[config.mk]
export PLATFORM = sky130hd
export DESIGN_NAME = mem_arbiter_flat
export DESIGN_NICKNAME = d
export VERILOG_FILES = /design/src/rtl/mem_arb_pkg.sv /design/src/rtl/mem_arbiter_if.sv /design/src/rtl/mem_arbiter_arb_pick.sv /design/src/rtl/mem_arbiter.sv /design/src/flat_wrapper.sv
export SDC_FILE = /design/constraint.sdc
export NUM_CORES = 1
export LEC_CHECK = 0
export CAP_MARGIN = 5
export CORE_MARGIN = 2
export CORE_UTILIZATION = 35
export DETAILED_ROUTE_END_ITERATION = 7
export GPL_TIMING_DRIVEN = 0
export MAX_ROUTING_LAYER = met4
export PLACE_DENSITY = 0.74
export SLEW_MARGIN = 0
export SYNTH_ARGS = -nofsm -noshare
export SYNTH_HDL_FRONTEND = slang
export SYNTH_SLANG_ARGS = --single-unit
[constraint.sdc]
create_clock -name clk -period 3.6 [get_ports clk]
set_input_delay 0.36 -clock clk [delete_from_list [all_inputs] [get_ports clk]]
set_output_delay 0.36 -clock clk [all_outputs]
set_load 0.02 [all_outputs]
[src/rtl/mem_arb_pkg.sv]
// Shared types for the two-port memory arbiter: FSM state encoding and owner IDs.
package mem_arb_pkg;

  typedef enum logic [1:0] {
    ARB_IDLE = 2'b00,
    ARB_IF   = 2'b01,
    ARB_DM   = 2'b10
  } arb_state_t;

  localparam logic OWN_IF = 1'b0;
  localparam logic OWN_DM = 1'b1;

endpackage

[src/rtl/mem_arbiter_if.sv]
// Bus bundle for mem_arbiter: fetch port, data port, shared memory port, status.
// Handshake: a requester holds req and its command until it sees a one-cycle ack;
// the memory completes the owned access in any cycle it drives mem_ready=1.
interface mem_arbiter_if #(
  parameter int ADDR_W = 32,
  parameter int DATA_W = 32
);
  import mem_arb_pkg::*;

  logic              if_req;
  logic [ADDR_W-1:0] if_addr;
  logic              if_ack;
  logic [DATA_W-1:0] if_rdata;

  logic              dm_req;
  logic              dm_we;
  logic [ADDR_W-1:0] dm_addr;
  logic [DATA_W-1:0] dm_wdata;
  logic              dm_ack;
  logic [DATA_W-1:0] dm_rdata;

  logic              mem_req;
  logic              mem_we;
  logic [ADDR_W-1:0] mem_addr;
  logic [DATA_W-1:0] mem_wdata;
  logic [DATA_W-1:0] mem_rdata;
  logic              mem_ready;

  logic              busy;
  arb_state_t        state;

  // Arbiter side.
  modport slave (
    input  if_req, if_addr, dm_req, dm_we, dm_addr, dm_wdata, mem_rdata, mem_ready,
    output if_ack, if_rdata, dm_ack, dm_rdata,
    output mem_req, mem_we, mem_addr, mem_wdata, busy, state
  );

  // Requesters plus memory.
  modport master (
    output if_req, if_addr, dm_req, dm_we, dm_addr, dm_wdata, mem_rdata, mem_ready,
    input  if_ack, if_rdata, dm_ack, dm_rdata,
    input  mem_req, mem_we, mem_addr, mem_wdata, busy, state
  );

endinterface

[src/rtl/mem_arbiter_arb_pick.sv]
// Winner selection between eligible fetch and data requests.
// Optional feature: ARB_ROUND_ROBIN_EN (conflicts go to the port not served last).
module arb_pick
  import mem_arb_pkg::*;
(
  input  logic if_elig,
  input  logic dm_elig,
  input  logic last_owner,
  output logic grant_dm
);

`ifdef ARB_ROUND_ROBIN_EN
  assign grant_dm = dm_elig && (!if_elig || (last_owner == OWN_IF));
`else
  // Data port always wins; fetch and history only matter in round-robin builds.
  logic unused_inputs;
  assign unused_inputs = if_elig ^ last_owner;
  assign grant_dm      = dm_elig;
`endif

endmodule

[src/rtl/mem_arbiter.sv]
// Two-port (fetch/data) arbiter onto one single-port memory with variable latency.
// Conflict policy is set in arb_pick by ARB_ROUND_ROBIN_EN (default: data port wins).
module mem_arbiter
  import mem_arb_pkg::*;
#(
  parameter int ADDR_W = 32,
  parameter int DATA_W = 32
) (
  input  logic         clk,
  input  logic         rst,
  mem_arbiter_if.slave bus
);

  arb_state_t        state_q, state_d;
  logic              grant, grant_dm;
  logic              if_done, dm_done;
  logic              if_elig, dm_elig;
  logic              if_ack_q, dm_ack_q;
  logic              last_owner;
  logic              cmd_we;
  logic [ADDR_W-1:0] cmd_addr;
  logic [DATA_W-1:0] cmd_wdata;
  logic [DATA_W-1:0] if_rdata_q, dm_rdata_q;

  // A port being acked this cycle still shows req high; it must not be re-granted.
  assign if_elig = bus.if_req & ~if_ack_q;
  assign dm_elig = bus.dm_req & ~dm_ack_q;

  arb_pick u_pick (
    .if_elig    (if_elig),
    .dm_elig    (dm_elig),
    .last_owner (last_owner),
    .grant_dm   (grant_dm)
  );

  always_comb begin
    state_d = state_q;
    grant   = 1'b0;
    if_done = 1'b0;
    dm_done = 1'b0;
    unique case (state_q)
      ARB_IDLE: begin
        if (if_elig || dm_elig) begin
          grant   = 1'b1;
          state_d = grant_dm ? ARB_DM : ARB_IF;
        end
      end
      ARB_IF: begin
        if (bus.mem_ready) begin
          if_done = 1'b1;
          state_d = ARB_IDLE;
        end
      end
      ARB_DM: begin
        if (bus.mem_ready) begin
          dm_done = 1'b1;
          state_d = ARB_IDLE;
        end
      end
      default: state_d = ARB_IDLE;
    endcase
  end

  always_ff @(posedge clk or posedge rst) begin
    if (rst) begin
      state_q    <= ARB_IDLE;
      if_ack_q   <= 1'b0;
      dm_ack_q   <= 1'b0;
      last_owner <= OWN_IF;
      cmd_we     <= 1'b0;
      cmd_addr   <= '0;
      cmd_wdata  <= '0;
      if_rdata_q <= '0;
      dm_rdata_q <= '0;
    end else begin
      state_q  <= state_d;
      if_ack_q <= if_done;
      dm_ack_q <= dm_done;
      if (grant) begin
        last_owner <= grant_dm ? OWN_DM : OWN_IF;
        if (grant_dm) begin
          cmd_we    <= bus.dm_we;
          cmd_addr  <= bus.dm_addr;
          cmd_wdata <= bus.dm_wdata;
        end else begin
          cmd_we    <= 1'b0;
          cmd_addr  <= bus.if_addr;
          cmd_wdata <= '0;
        end
      end
      if (if_done) if_rdata_q <= bus.mem_rdata;
      // Store completions leave the last load value visible.
      if (dm_done && !cmd_we) dm_rdata_q <= bus.mem_rdata;
    end
  end

  assign bus.mem_req   = (state_q != ARB_IDLE);
  assign bus.busy      = (state_q != ARB_IDLE);
  assign bus.state     = state_q;
  assign bus.mem_we    = cmd_we;
  assign bus.mem_addr  = cmd_addr;
  assign bus.mem_wdata = cmd_wdata;
  assign bus.if_ack    = if_ack_q;
  assign bus.dm_ack    = dm_ack_q;
  assign bus.if_rdata  = if_rdata_q;
  assign bus.dm_rdata  = dm_rdata_q;

endmodule

[src/flat_wrapper.sv]
// flat-port wrapper written by rule: the top's interface ports become plain ports
module mem_arbiter_flat import mem_arb_pkg::*;
#(
  parameter int ADDR_W = 32,
  parameter int DATA_W = 32
)
  (clk, rst, bus_if_req, bus_if_addr, bus_dm_req, bus_dm_we, bus_dm_addr, bus_dm_wdata, bus_mem_rdata, bus_mem_ready, bus_if_ack, bus_if_rdata, bus_dm_ack, bus_dm_rdata, bus_mem_req, bus_mem_we, bus_mem_addr, bus_mem_wdata, bus_busy, bus_state);
  mem_arbiter_if #(.ADDR_W(ADDR_W), .DATA_W(DATA_W)) bus_i ();
  input  logic clk;
  input  logic rst;
  input wire logic [$bits(bus_i.if_req)-1:0] bus_if_req;
  input wire logic [$bits(bus_i.if_addr)-1:0] bus_if_addr;
  input wire logic [$bits(bus_i.dm_req)-1:0] bus_dm_req;
  input wire logic [$bits(bus_i.dm_we)-1:0] bus_dm_we;
  input wire logic [$bits(bus_i.dm_addr)-1:0] bus_dm_addr;
  input wire logic [$bits(bus_i.dm_wdata)-1:0] bus_dm_wdata;
  input wire logic [$bits(bus_i.mem_rdata)-1:0] bus_mem_rdata;
  input wire logic [$bits(bus_i.mem_ready)-1:0] bus_mem_ready;
  output wire logic [$bits(bus_i.if_ack)-1:0] bus_if_ack;
  output wire logic [$bits(bus_i.if_rdata)-1:0] bus_if_rdata;
  output wire logic [$bits(bus_i.dm_ack)-1:0] bus_dm_ack;
  output wire logic [$bits(bus_i.dm_rdata)-1:0] bus_dm_rdata;
  output wire logic [$bits(bus_i.mem_req)-1:0] bus_mem_req;
  output wire logic [$bits(bus_i.mem_we)-1:0] bus_mem_we;
  output wire logic [$bits(bus_i.mem_addr)-1:0] bus_mem_addr;
  output wire logic [$bits(bus_i.mem_wdata)-1:0] bus_mem_wdata;
  output wire logic [$bits(bus_i.busy)-1:0] bus_busy;
  output wire logic [$bits(bus_i.state)-1:0] bus_state;
  assign bus_i.if_req = bus_if_req;
  assign bus_i.if_addr = bus_if_addr;
  assign bus_i.dm_req = bus_dm_req;
  assign bus_i.dm_we = bus_dm_we;
  assign bus_i.dm_addr = bus_dm_addr;
  assign bus_i.dm_wdata = bus_dm_wdata;
  assign bus_i.mem_rdata = bus_mem_rdata;
  assign bus_i.mem_ready = bus_mem_ready;
  assign bus_if_ack = bus_i.if_ack;
  assign bus_if_rdata = bus_i.if_rdata;
  assign bus_dm_ack = bus_i.dm_ack;
  assign bus_dm_rdata = bus_i.dm_rdata;
  assign bus_mem_req = bus_i.mem_req;
  assign bus_mem_we = bus_i.mem_we;
  assign bus_mem_addr = bus_i.mem_addr;
  assign bus_mem_wdata = bus_i.mem_wdata;
  assign bus_busy = bus_i.busy;
  assign bus_state = bus_i.state;
  mem_arbiter #(.ADDR_W(ADDR_W), .DATA_W(DATA_W)) u_core (.clk(clk), .rst(rst), .bus(bus_i));
endmodule
==> results of run 1 <==
==> worst paths after layout <==
kind,start,endpoint,slack (ns),cells after the start
worst min-delay path,rst,u_core.bus.dm_rdata[16],0.35,2
worst max-delay path,u_core.bus.state[0],bus_mem_req,1.22,5
worst min register to register,u_core.bus.mem_addr[24],u_core.bus.mem_addr[24],0.50,1
worst max register to register,u_core.bus.state[1],u_core.bus.mem_wdata[31],1.62,6
min in group clk,u_core.bus.mem_addr[24],u_core.bus.mem_addr[24],0.50,1
max in group asynchronous,rst,u_core.bus.if_rdata[4],2.46,4
==> stage by stage <==
step | setup slack (ns) | utilization | power, mW | std cells
after floorplan | 1.589 | - | 4.670 | 337
after global placement | 0.4824 | 0.5492 | 6.576 | 793
after detailed placement | 1.389 | 0.5532 | 6.694 | 796
after CTS | 1.195 | 0.5929 | 8.467 | 828
after global routing | 1.127 | 0.5929 | 8.795 | 828
final | 1.224 | 0.5929 | 8.367 | 828
==> cells in the final DEF (no fill, tap or decap), types with 2 or more instances in the layout <==
cell type	netlist	layout
buf_12	0	3
clkbuf_16	0	17
nor2b_1	2	2
clkinvlp_4	0	4
inv_1	5	4
dfrtp_1	133	133
a22o_1	33	33
buf_6	4	4
ha_1	3	3
bufinv_16	0	2
clkbuf_1	1	3
nand2b_1	2	2
clkinv_4	0	3
buf_2	16	16
a21oi_1	2	2
clkbuf_8	0	3
mux2_2	127	127
clkdlybuf4s50_1	0	268
==> routing by layer <==
metal | GRT usage | wire length [µm] | part of all wire
met5 | - | 0 | 0
met1 | 0.2091 | 5795 | 0.39
met4 | 0.07111 | 272 | 0.018
met2 | 0.3165 | 7391 | 0.50
met3 | 0.07328 | 1423 | 0.096
==> kinds of logic after synthesis <==
| family | Yosys count | synth area share |
|---|---|---|
| DFF | 133 | 0.6238 |
| muxes | 128 | 0.2702 |
| AOI/OAI and AO/OA | 38 | 0.06004 |
| buffers and inverters | 27 | 0.02908 |
| and+or+nand+nor | 8 | 0.009848 |
| adders and majority gates | 3 | 0.007036 |
==> worst max-delay path, delay by kind of cell (launching register included) <==
kind	cells	cell delay [ns]
adders and majority gates	1	0.23
DFF	1	0.38
buffers and inverters	4	1.00
==> where the power goes <==
| group | total, mW | internal, mW | switching [mW] |
|---|---|---|---|
| combinational | 4.04 | 2.16 | 1.88 |
| clock | 1.72 | 1.08 | 0.639 |
| sequential | 2.61 | 2.22 | 0.390 |
| total | 8.37 | 5.45 | 2.91 |
==> state kept, by name, indices dropped and copies added, names as in the netlist <==
| register | count |
|---|---|
| u_core.bus.mem_addr | 32 |
| u_core.bus.dm_rdata | 32 |
| u_core.bus.mem_we | 1 |
| u_core.bus.dm_ack | 1 |
| u_core.bus.if_rdata | 32 |
| u_core.bus.mem_wdata | 32 |
| u_core.bus.state | 2 |
| u_core.bus.if_ack | 1 |
==> layout make-up <==
type / instances / area, µm²
buffer: 22 / 136.4
fill: 1221 / 6120
multi-input combinational: 177 / 1852
sequential: 133 / 3328
clock buffer: 22 / 474.2
inverter: 5 / 22.52
tap: 188 / 235.2
timing repair buffer: 271 / 2743
clock inverter: 10 / 122.6
==> key figures, run 1 <==
Clock network
  – Hold_buf cts: 0
  – TritonCTS clock tree: done
  – H-Tree Level Count: 4
  – Clock transition at path regs: 0.06 ns
  – Post_cts resized: 0
  – TritonCTS Sinks: 133
  – Clock root buffer master: clkbuf_16
  – Post-CTS setup buffers: 0
  – Total CTS buffers: 17
  – Clock Path Buffers: 2
  – Worst-Skew Late Latency: 0.41 ns

Pwr
  – Worst vdd ir: 581.4 µV
  – Leakage Power: 3.780 nW
  – Pwr per Cell Area: 938.7 nW/µm²

Synthesis
  – Post-synth top area cell: dfrtp_1
  – Yosys warning count: 0
  – Top cells by area, synth: dfrtp_1 (62%), mux2_2 (27%), a22o_1 (5.4%)
  – Yosys reg bits: 133
  – Number of synthesized flops with an enable pin: 0
  – Part of the Yosys area used for sequential elements: 0.6238
  – Post-synth top area share: 0.6238
  – Most frequent cells after synthesis: dfrtp_1 (133), mux2_2 (127), a22o_1 (33)
  – Most used DFF post-synth: dfrtp_1
  – FFs w/ async S/R, synth: 1.000
  – Synth unique cells: 20
  – Syn Nets: 474
  – Synthesized area: 5335 µm²
  – Cells after synthesis: 337
  – Most numerous cell in the Yosys netlist: dfrtp_1
  – Synth Area per Inst: 15.83 µm²

Outcome
  – Status: completed

Final layout
  – Design Area, Final: 8914 µm²
  – Area grow syn2layout: 67.07%
  – N_diodes: 0
  – Net count, final: 764
  – Share of layout cells above drive strength 1: 0.2859

Detailed routing
  – Drt drc: 0
  – Via/cell ratio: 4.736
  – TritonRoute pass-1 iters: 4
  – WL per Instance: 17.97 µm
  – Routed Antenna Nets: 0
  – Via Count: 3921
  – Initial DRC count: 111
  – WL final: 14880 µm

Place
  – Final RePlAce weighted congestion: 0.7795
  – Placed cell area: 8317 µm²
  – IO Port Bufs: 268
  – DP Wirelength: 11320 µm

Job
  – Max-cap violations: 0

Worst setup path
  – CP arrival: 2.02 ns
  – Crit. End Element: output pin
  – Worst EP required: 3.24 ns
  – Critical path, cell by cell: inv_1 > ha_1 > inv_1 > buf_4 > clkdlybuf4s50_1
  – Largest stage delay, worst path: 0.59 ns
  – Setup Crit Path Kind: reg -> out
  – Startpoint Class: flip-flop
  – Worst-path fanout max: 5
  – CP max stage cell: clkdlybuf4s50_1
  – CP most frequent cell: inv_1

GRT
  – Initial antenna violation count: 0
  – Grt ovf: 0
  – First-pass GRT wire length: 22860 µm
  – Gr usage total: 0.1909
  – Largest net degree at the start of global routing: 45
  – Number of global-route vias before repair: 4452

Die
  – IO Pins: 269
  – Die area: 16250 µm²
  – Die height: 127.5 µm
  – Core outline area: 15030 µm²
  – Cell Rows: 45
  – Initial Utilization: 0.3549
  – Width of the die: 127.5 µm

Hold path
  – Hold WC Path Type: in -> async

STA
  – Final setup violation count: 0
  – Setup_tns: 0 ns
  – Fin. Hold Viols: 0
  – Slew @ Worst Pin: 0.6731 ns
  – Achievable Freq: 0.4208 GHz
  – Tmin final: 2.376 ns
  – Relative max-transition margin: 0.5496
  – Clock Skews: 0.006144 ns
  – RSZ-0062 raised after global routing: false
  – WHS: 0.3458 ns
  – Pins over their slew limit: 0
  – Crit share post-route: 0.6601
Note: power is estimated with default switching activity, not from simulation.
==> inputs of run 2 (changes only) <==
Settings changed: PLACE_DENSITY 0.74 to 0.72.
Clock period 3.6 ns to 2.45 ns, I/O delays scaled along.
==> run 2 against run 1 <==
Setup slack got worse by 0.97 ns; sequential share of layout area rose by 0.16 points; sequential power rose by 46%; design area fell by 0.42%; clock skew rose by 0.00090 ns; first-iteration DRC count fell by 9.9%; wire length fell by 2.0%; non-clock buffer count did not move; die area did not move; critical path type unchanged; critical endpoint unchanged; largest cell class unchanged.
==> key figures, run 2 (synthesized netlist as in run 1, its figures left out) <==
Outcome
  – Status: completed (unchanged)

Clock network
  – Clock root buffer master: clkbuf_16 (unchanged)
  – TritonCTS clock tree: done (unchanged)
  – Total CTS buffers: 17 (unchanged)
  – Post_cts resized: 0 (unchanged)
  – TritonCTS Sinks: 133 (unchanged)
  – H-Tree Level Count: 4 (unchanged)
  – Worst-Skew Late Latency: 0.41 ns (about the same)
  – Hold_buf cts: 0 (unchanged)
  – Clock transition at path regs: 0.06 ns (about the same)
  – Clock Path Buffers: 2 (unchanged)
  – Post-CTS setup buffers: 0 (unchanged)

Pwr
  – Leakage Power: 3.767 nW (was 3.780 nW)
  – Pwr per Cell Area: 1363 nW/µm² (was 938.7 nW/µm²)
  – Total power: 12.10 mW (was 8.367 mW)
  – Worst vdd ir: 786.7 µV (was 581.4 µV)

STA
  – Setup_tns: 0 ns (unchanged)
  – Slew @ Worst Pin: 0.4989 ns (was 0.6731 ns)
  – Setup ws final: 0.2512 ns (was 1.224 ns)
  – Relative max-transition margin: 0.6662 (was 0.5496)
  – Tmin final: 2.199 ns
  – Fin. Hold Viols: 0 (unchanged)
  – Pins over their slew limit: 0 (unchanged)
  – RSZ-0062 raised after global routing: false (unchanged)
  – Crit share post-route: 0.8975
  – Clock Skews: 0.007044 ns (was 0.006144 ns)
  – WHS: 0.1578 ns (was 0.3458 ns)
  – Final setup violation count: 0 (unchanged)
  – Achievable Freq: 0.4548 GHz

Detailed routing
  – Routed Antenna Nets: 0 (unchanged)
  – WL final: 14590 µm (was 14880 µm)
  – Via Count: 3903 (was 3921)
  – WL per Instance: 17.61 µm (was 17.97 µm)
  – Via/cell ratio: 4.714 (was 4.736)
  – Initial DRC count: 100 (was 111)
  – TritonRoute pass-1 iters: 4 (unchanged)
  – Drt drc: 0 (unchanged)

Die
  – Initial Utilization: 0.3549 (unchanged)
  – Die area: 16250 µm² (unchanged)
  – Cell Rows: 45 (unchanged)
  – IO Pins: 269 (unchanged)
  – Width of the die: 127.5 µm (unchanged)
  – Die height: 127.5 µm (unchanged)
  – Core outline area: 15030 µm² (unchanged)

Worst setup path
  – CP most frequent cell: inv_1 (unchanged)
  – Worst-path fanout max: 5 (unchanged)
  – Critical path, cell by cell: inv_1 > ha_1 > inv_1 > buf_4 > clkdlybuf4s50_1 (unchanged)
  – CP arrival: 1.95 ns (was 2.02 ns)
  – Worst EP required: 2.20 ns (was 3.24 ns)
  – Largest stage delay, worst path: 0.59 ns (about the same)
  – Setup Crit Path Kind: reg -> out (unchanged)
  – Startpoint Class: flip-flop (unchanged)
  – CP max stage cell: clkdlybuf4s50_1 (unchanged)
  – Crit. End Element: output pin (unchanged)

GRT
  – Largest net degree at the start of global routing: 45 (unchanged)
  – Gr usage total: 0.1899 (was 0.1909)
  – First-pass GRT wire length: 22930 µm (was 22860 µm)
  – Number of global-route vias before repair: 4443 (was 4452)
  – Grt ovf: 0 (unchanged)
  – Initial antenna violation count: 0 (unchanged)

Final layout
  – Final Non-Filler Cells: 828 (unchanged)
  – Area occupied by multi-input gates: 1852 µm² (unchanged)
  – Fillers: 1176 (was 1221)
  – FF/Latch Area: 3328 µm² (unchanged)
  – Net count, final: 764 (unchanged)
  – Most frequent cells in the layout: clkdlybuf4s50_1 (268), dfrtp_1 (133), mux2_2 (127) (unchanged)
  – Share of layout cells above drive strength 1: 0.2859 (unchanged)
  – Design Area, Final: 8876 µm² (was 8914 µm²)
  – Commonest non-fill, non-tap cell in the layout: clkdlybuf4s50_1 (unchanged)
  – Core Util, Final: 0.5904 (was 0.5929)
  – Area grow syn2layout: 66.37% (was 67.07%)
  – N_diodes: 0 (unchanged)

Hold path
  – Hold WC Path Type: in -> async (unchanged)

Place
  – DP Wirelength: 11360 µm (was 11320 µm)
  – IO Port Bufs: 268 (unchanged)
  – Cell total after placement: 796 (unchanged)
  – Final RePlAce weighted congestion: 0.7327 (was 0.7795)
  – Dpl ws: 0.4025 ns (was 1.389 ns)
  – Placed cell area: 8317 µm² (unchanged)

Job
  – Max-cap violations: 0 (unchanged)
-- run 2: cell count changes in the layout (fill, tap and decap cells not counted) --
cell / delta
inv_6: +2
clkinv_2: +3
clkbuf_8: -1
clkinv_4: -3
bufinv_16: -1
-- run 2: routing by layer --
layer	global-route usage	vias up	wire, µm
li1	-	1804	-
met1	0.2073	1904	5636
met2	0.3139	180	7241
met3	0.08082	15	1530
met4	0.06206	0	176
met5	-	-	0
-- run 2: power breakdown --
part	total, mW	internal (mW)	switching, mW
clock	2.37	1.45	0.916
sequential	3.80	3.26	0.542
combinational	5.93	3.17	2.76
total	12.1	7.88	4.22
-- run 2: final timing paths --
| kind | from | slack (ns) | cells past startpoint | end |
|---|---|---|---|---|
| min reg2reg | u_core.bus.dm_rdata[29] | 0.50 | 1 | u_core.bus.dm_rdata[29] |
| min | rst | 0.16 | 2 | u_core.bus.dm_rdata[4] |
| max reg2reg | u_core.bus.state[0] | 0.56 | 7 | u_core.bus.dm_rdata[6] |
| max | u_core.bus.state[0] | 0.25 | 5 | bus_mem_req |
| max in group asynchronous | rst | 1.50 | 4 | u_core.bus.mem_wdata[16] |
| min in group clk | bus_dm_wdata[15] | 0.44 | 2 | u_core.bus.mem_wdata[15] |
-- run 2: layout make-up --
cell class	instances	area share
sequential	133	0.3750
clock buffer	21	0.05187
inverter	5	0.002537
tap	188	0.02650
timing repair buffer	271	0.3090
multi-input combinational	177	0.2086
buffer	22	0.01537
clock inverter	11	0.01114
-- run 2: critical path: cells and delay by family (launching register included) --
| kind | cells | cell delay, ns |
|---|---|---|
| buf+inv | 4 | 0.95 |
| fa+ha+maj | 1 | 0.23 |
| flops | 1 | 0.36 |
==> inputs of run 3 (changes only) <==
Settings changed: CORE_MARGIN 2 to 1.
==> run 3 against run 2 <==
The flow now finishes with violations (DRC); global-route usage rose by 1.3 points; first-iteration DRC count rose by 53%; critical path depth did not move; cell count fell by 0.36%; design area barely moved; sequential share of layout area barely moved; wire length rose by 0.37%; hold slack improved by 0.055 ns; combinational power barely moved; flip-flop and latch count did not move.
==> key figures, run 3 (synthesized netlist as in run 1, its figures left out) <==
Outcome
  – Status: complete, but fails checks (was completed)
  – Failing checks: DRC

Die
  – Die area: 15740 µm² (was 16250 µm²)
  – Width of the die: 125.5 µm (was 127.5 µm)
  – Core outline area: 14700 µm² (was 15030 µm²)
  – IO Pins: 269 (unchanged)
  – Cell Rows: 44 (was 45)
  – Initial Utilization: 0.3630 (was 0.3549)
  – Die height: 125.5 µm (was 127.5 µm)

Clock network
  – Hold_buf cts: 0 (unchanged)
  – Post_cts resized: 0 (unchanged)
  – TritonCTS Sinks: 133 (unchanged)
  – Clock Path Buffers: 2 (unchanged)
  – TritonCTS clock tree: done (unchanged)
  – Total CTS buffers: 17 (unchanged)
  – Worst-Skew Late Latency: 0.42 ns (was 0.41 ns)
  – Clock root buffer master: clkbuf_16 (unchanged)
  – H-Tree Level Count: 4 (unchanged)
  – Clock transition at path regs: 0.06 ns (about the same)
  – Post-CTS setup buffers: 0 (unchanged)

Worst setup path
  – Reg2reg end: u_core.bus.dm_rdata[5] (was u_core.bus.dm_rdata[6])
  – R2R Setup Slk: 0.53 ns (was 0.56 ns)
  – Reg2Reg Depth: 7 (unchanged)
  – Crit. End Element: output pin (unchanged)
  – Reg2Reg Launch Point: u_core.bus.state[0] (unchanged)
  – CP arrival: 1.99 ns (was 1.95 ns)
  – Worst-path fanout max: 5 (unchanged)
  – Worst EP required: 2.20 ns (about the same)
  – Setup Crit Path Kind: reg -> out (unchanged)
  – Startpoint Class: flip-flop (unchanged)

Final layout
  – Area grow syn2layout: 66.53% (was 66.37%)
  – Core Util, Final: 0.6044 (was 0.5904)
  – Commonest non-fill, non-tap cell in the layout: clkdlybuf4s50_1 (unchanged)
  – Share of layout cells above drive strength 1: 0.2875 (was 0.2859)
  – Design Area, Final: 8885 µm² (was 8876 µm²)
  – Net count, final: 764 (unchanged)
  – Most frequent cells in the layout: clkdlybuf4s50_1 (268), dfrtp_1 (133), mux2_2 (127) (unchanged)
  – Fillers: 1155 (was 1176)

Detailed routing
  – WL per Instance: 17.74 µm (was 17.61 µm)
  – TritonRoute pass-1 iters: 8 (was 4)
  – WL final: 14640 µm (was 14590 µm)
  – Initial DRC count: 153 (was 100)
  – Via/cell ratio: 4.754 (was 4.714)
  – Via Count: 3922 (was 3903)
  – Drt drc: 19 (was 0)
  – Routed Antenna Nets: 0 (unchanged)

Place
  – IO Port Bufs: 268 (unchanged)
  – Final RePlAce weighted congestion: 0.7796 (was 0.7327)
  – Placed cell area: 8312 µm² (was 8317 µm²)
  – DP Wirelength: 11240 µm (was 11360 µm)

GRT
  – First-pass GRT wire length: 23370 µm (was 22930 µm)
  – Grt ovf: 0 (unchanged)
  – Number of global-route vias before repair: 4448 (was 4443)
  – Initial antenna violation count: 1 (was 0)
  – Largest net degree at the start of global routing: 44 (was 45)
  – Gr usage total: 0.2027 (was 0.1899)

STA
  – Final setup violation count: 0 (unchanged)
  – Crit share post-route: 0.9138 (was 0.8975)
  – Relative max-transition margin: 0.6716 (was 0.6662)
  – RSZ-0062 raised after global routing: false (unchanged)
  – Tmin final: 2.239 ns (was 2.199 ns)
  – Achievable Freq: 0.4466 GHz (was 0.4548 GHz)
  – Pins over their slew limit: 0 (unchanged)
  – Fin. Hold Viols: 0 (unchanged)
  – Slew @ Worst Pin: 0.4916 ns (was 0.4989 ns)
  – Clock Skews: 0.01335 ns (was 0.007044 ns)

Job
  – Max-cap violations: 0 (unchanged)

Pwr
  – Pwr per Cell Area: 1368 nW/µm² (was 1363 nW/µm²)
  – Leakage Power: 3.764 nW (was 3.767 nW)
  – Worst vdd ir: 716.1 µV (was 786.7 µV)
  – Total power: 12.16 mW (was 12.10 mW)

Hold path
  – Hold WC Path Type: in -> async (unchanged)
run 3: cell types whose count changed in the layout (fill, tap and decap cells not counted):
cell | before | now
inv_6 | 3 | 1
clkinv_2 | 4 | 3
diode_2 | 0 | 1
clkinvlp_4 | 4 | 6
clkinv_4 | 0 | 1
clkbuf_1 | 3 | 2
clkbuf_8 | 2 | 3
run 3: per-stage QoR:
stage	setup WS (ns)	setup TNS [ns]	cells	hold slack (ns)
after detailed placement	0.4310	0	792	0.4888
final	0.2111	0	825	0.2132
after global placement	-0.5493	-71.92	789	0.4786
after floorplan	0.5538	0	337	0.3767
after CTS	0.1663	0	824	0.2045
after global routing	0.09168	0	825	0.2380
run 3: power breakdown:
| part | switching [mW] | internal [mW] |
|---|---|---|
| Sequential | 0.548 | 3.26 |
| Combinational | 2.76 | 3.17 |
| Clock | 0.945 | 1.47 |
| Total | 4.25 | 7.90 |
run 3: cell type report:
class / count / area (µm²) / area share
antenna: 1 / 2.502 / 0.0002817
inverter: 5 / 22.52 / 0.002535
timing repair buffer: 271 / 2743 / 0.3087
clock inverter: 11 / 100.1 / 0.01127
sequential: 133 / 3328 / 0.3746
tap: 184 / 230.2 / 0.02591
clock buffer: 21 / 470.5 / 0.05295
multi-input combinational: 177 / 1852 / 0.2084
buffer: 22 / 136.4 / 0.01535
run 3: critical path, stage by stage (launching register included):
cell and delay (ns):
dfrtp_1 0.38, inv_1 0.09, ha_1 0.23, inv_1 0.15, buf_4 0.13, clkdlybuf4s50_1 0.60
run 3: routing by layer:
metal | up-vias | track usage | routed length (µm) | share of wire
li1 | 1801 | - | - | -
met1 | 1926 | 0.2162 | 5595 | 0.38
met2 | 182 | 0.3395 | 7369 | 0.50
met3 | 13 | 0.08045 | 1507 | 0.10
met4 | 0 | 0.07245 | 167 | 0.011
met5 | - | - | 0 | 0
run 3: worst max path at each step:
| stage | start | endpoint | slack [ns] | depth (start not counted) |
|---|---|---|---|---|
| after global placement | rst | u_core.bus.mem_wdata[19] | -0.55 | 2 |
| after floorplan | rst | u_core.bus.dm_ack | 0.55 | 1 |
| after global routing | u_core.bus.state[0] | bus_mem_req | 0.09 | 5 |
| after detailed placement | bus_mem_ready | u_core.bus.dm_rdata[21] | 0.43 | 6 |
| final | u_core.bus.state[0] | bus_mem_req | 0.21 | 5 |
| after CTS | u_core.bus.state[0] | bus_mem_req | 0.17 | 5 |
==> RTL edit 1 (flow settings as in run 1) <==
The option `ARB_ROUND_ROBIN_EN` is turned on by a define.
--- a/src/rtl/mem_arbiter_arb_pick.sv
+++ b/src/rtl/mem_arbiter_arb_pick.sv
@@ -2,2 +2,4 @@
 // Optional feature: ARB_ROUND_ROBIN_EN (conflicts go to the port not served last).
+`define ARB_ROUND_ROBIN_EN
+
 module arb_pick
Function: changed (a bounded check fails within 10 cycles, from zero or initial values and one cycle with rst high).
==> RTL edit 1 against run 1 <==
- final area is 0.25% higher
- wire length rose by 9.3%
- sequential power increased by 2%
- area after synthesis fell by 0.77%
- critical path depth is 1 higher
- synthesized cell count is 14% higher
- sequential cell count grew 1
- count of clock-buffer cells in the layout down 1
- total power is 5.8% higher
- setup slack lost 0.13 ns
- largest power group unchanged
==> RTL edit 1: results (changes against run 1) <==
* Outcome: complete, no violations
* Max incr delay on CP at 0.58 ns
* Sequential power at 0.00266 W (+2%)
* Bufs w/o clock at 304 (+3.8%)
* Adder-cell share of the synthesized area at 0.00709 (+0.0000549)
* Power per cell area at 990 nW/um^2 (+5.5%)
* Metal-1 WL at 6290 um (+8.5%)
* Final Non-Filler Cells at 872 (+5.3%)
* Pre-CTS WS at 1.34 ns (-0.0516 ns)
* Non-clk buf share at 0.325 (+0.00199)
* Clock power share at 0.217 (+0.012)
* Worst-case vdd ir drop at 0.000569 V (-2.2%)
* R2R cell count at 7 (+1)
* Switch Pwr at 0.00313 W (+7.6%)
* WL met3 at 1360 um (-4.4%)
* Highest layer used for signal routing: met4
* DR vias at 4473 (+14%)
* Die X at 127 um (-0.38%)
* Total wire length at 16300 um (+9.3%)
* Clk cell area share at 0.0745 (+0.00753)
* Post-Syn Instances at 385 (+14%)
* Clk_skew at 0.00905 ns (+0.00291 ns)
* Min Tclk post-route at 2.51 ns (+0.131 ns)
* Number of global-route vias before repair at 4812 (+8.1%)
* Dpl cells at 840 (+5.5%)
* Mux contribution to synthesized area at 0.136 (-0.134)
* Initial DRC Count at 194 (+75%)
* Crit path max fanout at 9 (+4)
* Seq. cell area at 3350 um^2 (+0.75%)
* Num Clock Sinks at 134 (+0.75%)
* Comb_multi_in at 213 (+20%)
* Hold slack at 0.351 ns (+0.00553 ns)
* Asr flop ratio synth at 1.00 (unchanged)
* Gpl congestion at 0.880 (+13%)
* Yosys cell types at 26 (+30%)
* Layout cells sized above 1 at 0.170 (-0.116)
* Post-DP HPWL at 12000 um (+6.0%)
* Largest net degree at the start of global routing at 44 (-2.2%)
* Met1 Resource Use GR at 0.225 (+0.0164)
* Worst-Margin Slew at 0.635 ns (-0.0385 ns)
* Leak Pwr at 3.84 nW (+1.7%)
* R2r endpoint: u_core.bus.mem_addr[3]
* DP Area at 8270 um^2 (-0.56%)
* Global-route wire length before repair at 25300 um (+11%)
* Syn_nets at 522 (+10%)
* Worst path arrival time at 2.15 ns (+0.13 ns)
* Seq/Total Area, Yosys at 0.633 (+0.00959)
* Nets at 812 (+6.3%)
* Met3 Use GR at 0.0666 (-0.00670)
* Area occupied by multi-input gates at 1760 um^2 (-4.9%)
* Total GRT Usage at 0.207 (+0.0160)
* Number of H-tree levels at 4 (unchanged)
* Resize count post-CTS at 0 (unchanged)
* Met2 Use GR at 0.341 (+0.0245)
* Main area contributors after synthesis: dfrtp_1 (63%), mux2_2 (13%), a221o_1 (6.1%), a22o_1 (5.5%), nor3_1 (3.0%)
* Post-synthesis compound-gate area fraction at 0.121 (+0.0612)
* Post-synth top cells: dfrtp_1 (134), mux2_2 (63), a22o_1 (33), nand2_1 (33)
* Routed wl met2 at 8030 um (+8.7%)
RTL edit 1: changes by cell type after synthesis, sizes merged, moves of 2 or more:
cell and delta:
a21oi -2, a221o +32, mux2 -64, nor3 +32
buf -2, clkbuf +13, nand2 +32
RTL edit 1: worst min-delay path by stage:
| stage | start | to | cells past startpoint |
|---|---|---|---|
| after floorplan | bus_mem_rdata[18] | u_core.bus.dm_rdata[18] | 1 |
| after global placement | u_core.bus.dm_rdata[18] | u_core.bus.dm_rdata[18] | 1 |
| after detailed placement | u_core.bus.dm_rdata[18] | u_core.bus.dm_rdata[18] | 1 |
| after CTS | rst | u_core.bus.mem_wdata[19] | 2 |
| after global routing | rst | u_core.bus.mem_wdata[19] | 2 |
| final | rst | u_core.bus.mem_wdata[19] | 2 |
RTL edit 1: cells by family (layout without fill, tap and decap cells):
logic type | count (synthesis) | in the layout
flops | 134 | 134
compound gates | 70 | 70
buf+inv | 38 | 341
mux | 64 | 64
fa+ha+maj | 3 | 3
simple gates | 76 | 76
==> RTL edit 2 (config.mk and constraints of run 1) <==
Made on the original files. Reset style: synchronous (`rst`), changed in one clocked block.
--- a/src/rtl/mem_arbiter.sv
+++ b/src/rtl/mem_arbiter.sv
@@ -63,3 +63,3 @@
 
-  always_ff @(posedge clk or posedge rst) begin
+  always_ff @(posedge clk) begin
     if (rst) begin
Formal check against the unedited RTL: differs if rst is asserted again (counterexample within 4 cycles, from zero or initial values and one cycle with rst high); with rst held inactive, the same outputs for 10 cycles.
==> RTL edit 2 against run 1 <==
- synthesized cell count is 57% higher
- wire length is 8.9% higher
- non-clock buffer count grew 20
- maximum frequency increased by 0.51%
- die area down 7.5%
- highest routed layer unchanged
- area after synthesis fell by 7.7%
- sequential cell count unchanged
- sequential share of layout area fell by 5.7 points
- setup slack improved by 0.012 ns
- final area decreased by 5.6%
Power is not compared: it rests on default switching activity, and its combinational part moved more than twofold at a synthesized area within 25%.
==> RTL edit 2: results (changes against run 1) <==
* Synthesis Warnings at 0 (unchanged)
* Synth top area share at 0.541 (-0.0830)
* Largest net degree at the start of global routing at 17 (-62%)
* Port Buffers at 268 (unchanged)
* Outcome: complete, no violations
* Number of H-tree levels at 4 (unchanged)
* Asr flop ratio synth at 0 (-1.00)
* ANT cells at 0 (unchanged)
* Worst rel slew slack at 0.623 (+0.0733)
* Max clock buf depth at 2 (unchanged)
* Pre-CTS WS at 1.51 ns (+0.119 ns)
* Post-Syn Area per Cell at 9.31 um^2 (-41%)
* DR vias/cell at 4.99 (+5.3%)
* Nets at 953 (+25%)
* Hold Path Class: reg2reg
* DR vias at 5031 (+28%)
* Fill cells at 1155 (-5.4%)
* Post-synthesis compound-gate area fraction at 0.196 (+0.136)
* Resize count post-CTS at 0 (unchanged)
* Post-DP HPWL at 12500 um (+11%)
* CTS root buf: clkbuf_16
* Syn_nets at 666 (+41%)
* Initial DRC Count at 240 (+120%)
* Gpl congestion at 0.825 (+5.8%)
* Worst-case vdd ir drop at 0.000308 V
* Total wire length at 16200 um (+8.9%)
* Yosys cell types at 26 (+30%)
* Global-route wire length before repair at 25200 um (+10%)
* Post-synth top cells: dfxtp_1 (133), nand2_1 (130), a21oi_1 (67)
* Dpl cells at 977 (+23%)
* XOR/XNOR share of the synthesized area at 0 (unchanged)
* Crit path max fanout at 6 (+1)
* DRT Pass-1 Iters at 4 (unchanged)
* Cts bufs inserted at 17 (unchanged)
* DP Area at 7830 um^2 (-5.8%)
* Mux contribution to synthesized area at 0.0651 (-0.205)
* Initial antenna violation count at 0 (unchanged)
* Max incr delay on CP at 0.59 ns (about the same)
* Main synth FF type: dfxtp_1
* Clk_skew at 0.00563 ns (-0.000510 ns)
* Total GRT Usage at 0.224 (+0.0331)
* Main area contributors after synthesis: dfxtp_1 (54%), nand2_1 (9.9%), a21oi_1 (6.8%), a32o_1 (6.7%), mux2i_1 (6.5%)
* Max stage delay cell, worst path: clkdlybuf4s50_1
* Worst path arrival time at 2.00 ns (-0.02 ns)
* Leak Pwr at 3.08 nW
* Layout cells sized above 1 at 0.0724 (-0.214)
* Number of buffers added for setup after CTS at 0 (unchanged)
* Seq/Total Area, Yosys at 0.541 (-0.0830)
* Worst-Skew Late Latency at 0.41 ns (about the same)
* Reg clk slew, reported paths at 0.06 ns (about the same)
* Fin util at 0.609 (+0.0156)
* Adder-cell share of the synthesized area at 0.00762 (+0.000588)
* Number of global-route vias before repair at 5166 (+16%)
RTL edit 2: cell types whose count changed in the layout (fill, tap and decap cells not counted), sizes merged, moves of 34 or more:
cell | before | now
a21oi | 2 | 67
dfrtp | 133 | 0
nand2 | 1 | 130
inv | 5 | 39
mux2 | 128 | 0
dfxtp | 0 | 133
RTL edit 2: critical path: cells and delay by family (launching register included):
family / cells / cell delay, ns
adders and majority gates: 1 / 0.28
buffers and inverters: 4 / 0.93
DFF: 1 / 0.38
RTL edit 2: routing by layer:
| metal | global-route usage | vias to the layer above | routed length (um) |
|---|---|---|---|
| li1 | - | 2417 | - |
| met1 | 0.248 | 2361 | 6690 |
| met2 | 0.382 | 215 | 7920 |
| met3 | 0.0595 | 38 | 1170 |
| met4 | 0.0912 | 0 | 429 |
| met5 | - | - | 0 |
RTL edit 2: worst paths after layout:
check / to / from / cells after the start / slack, ns
worst min register to register: u_core.bus.if_rdata[31] / u_core.bus.if_rdata[31] / 2 / 0.45
worst max register to register: u_core.bus.dm_rdata[30] / u_core.bus.state[0] / 6 / 1.91
worst min-delay path: u_core.bus.if_rdata[31] / u_core.bus.if_rdata[31] / 2 / 0.45
worst max-delay path: bus_mem_req / u_core.bus.state[0] / 5 / 1.24
RTL edit 2: final cells by class:
cell class | instances | share of cell area
Clock inverter | 14 | 0.0183
Tap cell | 180 | 0.0268
Sequential cell | 133 | 0.316
Timing Repair Buffer | 268 | 0.319
Clock buffer | 18 | 0.0510
Inverter | 36 | 0.0161
Buffer | 45 | 0.0254
Multi-Input combinational cell | 315 | 0.227
RTL edit 2: power breakdown:
group	internal (W)	total [W]	switching, W
sequential	0.00159	0.00165	0.0000614
clock	0.00103	0.00170	0.000673
combinational	0.000450	0.000913	0.000462
